### src/rtl/piso_tx.sv
// piso_tx: parallel-in/serial-out frame transmitter, LSB first, one bit per enabled clk.
// Build option PISO_PARITY_EN appends an even-parity bit after data bit WIDTH-1.
module piso_tx #(
  parameter int WIDTH = 144,
  parameter int CNT_W = $clog2(WIDTH + 1)
) (
  input  logic             clk,
  input  logic             rst,
  input  logic             load_valid,
  input  logic [WIDTH-1:0] load_data,
  output logic             load_ready,
  input  logic             en,
  output logic             out,
  output logic             out_valid,
  output logic             busy,
  output logic             done
);

`ifdef PISO_PARITY_EN
  localparam int FRAME_W = WIDTH + 1;
`else
  localparam int FRAME_W = WIDTH;
`endif
  localparam logic [CNT_W-1:0] LAST = CNT_W'(FRAME_W - 1);

  typedef enum logic {
    IDLE,
    SHIFT
  } state_e;

  state_e             state_q, state_d;
  logic [CNT_W-1:0]   cnt_q, cnt_d;
  logic [FRAME_W-1:0] shreg_q, shreg_d;
  logic               out_q, out_d;
  logic [FRAME_W-1:0] load_frame;
  logic [FRAME_W-1:0] shifted;
  logic               last_bit;

  // The transmitted frame is the data word, optionally topped with its even parity.
`ifdef PISO_PARITY_EN
  assign load_frame = {^load_data, load_data};
`else
  assign load_frame = load_data;
`endif

  // out_q always mirrors shreg_q[0], so the next bit is bit 1 of the current register.
  assign shifted    = shreg_q >> 1;
  assign last_bit   = (state_q == SHIFT) && (cnt_q == LAST);
  assign load_ready = (state_q == IDLE) || (last_bit && en);
  assign done       = last_bit && en;
  assign out        = out_q;
  assign out_valid  = (state_q == SHIFT);
  assign busy       = (state_q == SHIFT);

  always_comb begin
    // NOTE: every next-state signal gets a default first so no path leaves it
    // unassigned; otherwise synthesis infers a latch to hold the old value.
    state_d = state_q;
    cnt_d   = cnt_q;
    shreg_d = shreg_q;
    out_d   = out_q;

    case (state_q)
      IDLE: begin
        if (load_valid) begin
          state_d = SHIFT;
          cnt_d   = '0;
          shreg_d = load_frame;
          out_d   = load_frame[0];
        end
      end

      SHIFT: begin
        if (en) begin
          if (cnt_q == LAST) begin
            if (load_valid) begin
              // Back-to-back frame: bit 0 of the new frame follows without a gap.
              cnt_d   = '0;
              shreg_d = load_frame;
              out_d   = load_frame[0];
            end else begin
              state_d = IDLE;
              cnt_d   = '0;
              shreg_d = '0;
              out_d   = 1'b0;
            end
          end else begin
            cnt_d   = cnt_q + CNT_W'(1);
            shreg_d = shifted;
            out_d   = shifted[0];
          end
        end
      end

      default: begin
        state_d = IDLE;
      end
    endcase
  end

  always_ff @(posedge clk) begin
    // NOTE: sequential state uses non-blocking assignments so every register
    // samples the pre-edge values, independent of statement order.
    if (rst) begin
      // NOTE: the shift register is cleared too, so an aborted frame can never
      // leak bits into the next one.
      state_q <= IDLE;
      cnt_q   <= '0;
      shreg_q <= '0;
      out_q   <= 1'b0;
    end else begin
      state_q <= state_d;
      cnt_q   <= cnt_d;
      shreg_q <= shreg_d;
      out_q   <= out_d;
    end
  end

`ifndef SYNTHESIS
  cnt_in_range: assert property (@(posedge clk) disable iff (rst) cnt_q <= LAST);
  idle_is_quiet: assert property (@(posedge clk) disable iff (rst)
    (state_q == IDLE) |-> (cnt_q == '0 && !out_q));
  out_tracks_shreg: assert property (@(posedge clk) disable iff (rst)
    (state_q == SHIFT) |-> (out_q == shreg_q[0]));
`endif

endmodule
### config.mk
export PLATFORM = sky130hd
export DESIGN_NAME = piso_tx
export DESIGN_NICKNAME = d
export VERILOG_FILES = /design/src/rtl/piso_tx.sv
export SDC_FILE = /design/constraint.sdc
export NUM_CORES = 1
export LEC_CHECK = 0
export CAP_MARGIN = 15
export CORE_UTILIZATION = 30
export CTS_CLUSTER_DIAMETER = 80
export DETAILED_ROUTE_END_ITERATION = 7
export DONT_BUFFER_PORTS = 1
export PLACE_DENSITY = 0.44
export SLEW_MARGIN = 20
export SYNTH_ARGS = -nofsm -noshare
export SYNTH_HDL_FRONTEND = slang
export SYNTH_SLANG_ARGS = --single-unit
### constraint.sdc
create_clock -name clk -period 4.65 [get_ports clk]
set_input_delay 0.465 -clock clk [delete_from_list [all_inputs] [get_ports clk]]
set_output_delay 0.465 -clock clk [all_outputs]
set_load 0.1 [all_outputs]
* After elaboration in Yosys (flattened, before gate mapping) *
Index checks and enable logic that the tools add are counted.

operators by class
  add/subtract/negate cells = 1
  equal/unequal tests = 3
  mux-type cells = 18
  bitwise logic cells = 1
  reductions and logical operators = 4

operator list
  kind                                                           number
  144-bit 2-to-1 mux                                             4
  144-bit one-hot mux with 2 select lines                        1
  8-bit 2-to-1 mux                                               3
  8-bit one-hot mux with 2 select lines                          1
  8-bit by 1-bit adder with 8-bit output, second input constant  1
  8-bit equality test, second input constant                     1
  1-bit 2-to-1 mux                                               7
  2-bit inequality test, second input constant                   2
  1-bit one-hot mux with 2 select lines                          2
  1-bit logical AND                                              2
  2-bit AND reduction                                            1
  1-bit logical OR                                               1
  1-bit NOT                                                      1

storage, ports and cells
  flip-flop bits (word level) = 154
  input port bits = 148
  word-level logic and storage cells = 31

* Longest topological paths before layout *
  depth in word-level cells = 4
  mapped depth = 9
  mapped depth without buffers = 5

* Least setup slack after synthesis *
OpenSTA, ideal clock, no wires.

  kind = register to output
  from = register state_q (netlist: busy)
  to = output port done
  data arrival time = 2733 ps
  data required time = 4185 ps
  setup slack = 1452 ps
  cell stages (with the launch flop) = 3
  path buffers = 0
  cell sequence = dfxtp_1 nand2_1 nor2_1

between the ends
  cells in the longest elaborated chain, start to end = 2

RTL lines
  element                 line  RTL
  start, declared         31    state_e state_q, state_d;
  start signal, assigned  112   state_q <= state_d;
  1-bit logical AND       48    assign last_bit = (state_q == SHIFT) && (cnt_q == LAST);
  1-bit logical AND       50    assign done = last_bit && en;
  end, declared           16    output logic done

Every way passes these cells.

* Worst setup path after layout *
  from = register cnt_q[0]
  to = output port done

between the ends
  cells in the longest elaborated chain, start to end = 3

RTL lines
  element                 line  RTL
  start, declared         32    logic [CNT_W-1:0] cnt_q, cnt_d;
  start signal, assigned  113   cnt_q <= cnt_d;
  8-bit equality test     48
  1-bit logical AND       48
  1-bit logical AND       50

Every way passes these cells.

==> results.md <==
- Crit path DAT: 2440 ps
- Fraction of registers with async set/reset: 0%
- Setup TNS: 0 ps
- Non-Filler Instances: 944
- Post-synth top area share: 48.8%
- Placed Instances: 911
- Worst Tran Pin Value: 1080 ps
- # clock sinks: 153
- Fin util: 34.0%
- Count leader, synth: dfxtp_1
- Most frequent cells after synthesis: dfxtp_1, nor2_1, nor3_1
- Initial antenna violation count: 0
- Clk Latency, worst-skew pair: 420 ps
- Worst path max stage delay: 860 ps
- Crit path required time: 4180 ps
- Fin crit period: 2900 ps
- Die H: 147 um
- Worst r2r src: cnt_q[0]$_SDFFE_PP0P_
- Status: complete, no violations
- HP Start: rst
- Synth Area in Adders: 0.199%
- Setup WS pre-CTS: 1880 ps
- Avg Cell Area, Syn: 8.77 um2
- Synth area leader: dfxtp_1
- Cells after Synth: 716
- Slew headroom: 28.2%
- EDFF count, synth: 0
- Placer congestion estimate: 0.749
- Worst Setup End Kind: output pin
- Via-per-instance ratio: 5.80
- Detailed placer's ending HPWL: 9.61 mm
- Max-slew violation count: 0
- Largest net degree at the start of global routing: 153
- Max-cap violations: 0
- Io pins: 153
- Nature of the critical path startpoint: register
- Leakage Power: 2.47 nW
- Top delay family on crit path: simple AND/OR/NAND/NOR gates
- Final setup vio count: 0
- Final Skew: 9.83 ps
- Area contributors post-synth: dfxtp_1, a221oi_1, nor3_1
- Unique masters post-synth: 29
- Worst VDD drop: 235 uV
- Synth Area in Compound Gates: 22.3%
- Total track usage: 15.9%
- Synth Flop Type: dfxtp_1
- Synth Area in Simple Gates: 22.1%
- Clock slew at reported path FFs: 60 ps
- N_diodes: 0
- Setup bufs post-CTS: 0
- Power per Cell Area: 468 nW/um2
- DR vias: 5479
- Mux cell area share after synthesis: 0.179%
- Post-CTS Resized: 0
- Worst path buffer plus inverter count: 0
- Root Buffer: clkbuf_16
- Drt pass-1 iters: 4
- CTS H-tree lvls: 4
- Hold_ws: 123 ps
- RSZ-0062 raised after global routing: no
- CP Class: register to output pin
- Initial Util: 30.8%
- Synth-to-layout area growth: 10.4%
- Fin nets: 810
- IO Port Bufs: 0
- FP Rows: 52
- # DRC: 0
- Crit path cell chain: ha_1, and3_1, nand2_1, nor2_2
- Syn_nets: 865
- DIE AREA: 21500 um2
- Layout cells sized above 1: 6.68%
- Final wirelength: 17.2 mm
- Routed Antenna Nets: 0
- First-pass GRT wire length: 27.4 mm
- Die width: 147 um
- Fin worst setup slack: 1750 ps
- Yosys warns: 0
- Wire length per cell: 18.2 um
- R2R depth: 6
- CP Max Fanout: 9
- Global route overflow: 0
- WP depth: 4
- Syn Std Cell Area: 6280 um2
- CTS tree: done
- Hold-fix buffers, CTS: 0
- Final period utilization: 62.4%
- Hold depth: 1
- Largest family of logic cells by synthesized area: compound AO/OA/AOI/OAI gates
- Register area share after synthesis: 48.8%
- Register bit total from synthesis: 153
- Max clock buf depth: 2
- Crit path launch: cnt_q[0]$_SDFFE_PP0P_
- CTS buffer count: 17
- 1st-iter DRT viols: 388
- Core Area: 20400 um2
- XOR/XNOR Fraction of Synth Area: 0%
- Number of global-route vias before repair: 5028
- Worst path slowest cell: nor2_2
- Hold WC Path Type: input pin to register
- Fmax: 345 MHz
- Hold Vio Cnt, Final: 0
routing by layer:
layer | global-route usage, % | share of wire [%] | vias to the layer above
met1 | 20.8 | 46 | 2679
li1 | - | - | 2607
met4 | 5.26 | 1.2 | 0
met5 | 0 | 0 | -
met2 | 23.9 | 44 | 175
met3 | 5.94 | 8.4 | 18
where the power goes:
part / leakage [nW] / internal, mW / total [mW] / switching (mW)
Clock: 0.273 / 0.804 / 1.35 / 0.550
Combinational: 0.929 / 0.147 / 0.381 / 0.234
Sequential: 1.27 / 1.43 / 1.51 / 0.0708
Total: 2.47 / 2.39 / 3.24 / 0.855
kinds of logic after synthesis:
family,after synthesis
DFF,153
adders and majority gates,1
and+or+nand+nor,311
AOI/OAI and AO/OA,166
buffers and inverters,84
muxes,1
path summary, 6_finish.rpt:
kind	slack (ps)	to
max	1750	done
min	120	busy$_SDFF_PP0_
max reg2reg	1870	shreg_q[72]$_SDFFE_PP0P_
min reg2reg	470	shreg_q[143]$_SDFFE_PP0P_
placed cells by master, fill, tap and decap left out, types with 2 or more instances in the layout:
cell	n
a21oi_1	6
a221oi_1	143
a22oi_1	2
a31oi_1	4
buf_12	2
buf_4	5
bufinv_16	2
clkbuf_1	3
clkbuf_16	17
clkinv_2	3
clkinv_4	3
clkinvlp_4	3
dfxtp_1	152
inv_1	2
nand2_1	6
nand3_1	3
nand4_1	2
nor2_1	151
nor3_1	144
o21ai_0	5
worst register-to-register path, delay by kind of cell, from the launching register on:
family                   cells  cell delay [ps]
flip-flops                   1              400
AO/OA/AOI/OAI                2             1090
adder cells (fa/ha/maj)      1              200
AND/OR/NAND/NOR              2              620
buffers and inverters        1              380
final cells by class:
cell class	instances	area [um2]
clock buffer	21	450
clock inverter	11	124
fill	2074	13400
inverter	2	7.51
multi-input combinational	479	2840
sequential	153	3060
tap	270	338
timing repair buffer	8	105
per-stage QoR:
step / total power, mW / area, um2
after CTS: 3.29 / 6900
final: 3.24 / 6930
after detailed placement: 1.91 / 6330
after global placement: 1.89 / 6330
after floorplan: 1.86 / 6280
after global routing: 3.41 / 6930
sequential cells by signal, indices dropped and copies added (netlist names):
register  flops
busy          1
cnt_q         8
shreg_q     143
out           1
Power figures use the tool's default switching activity.
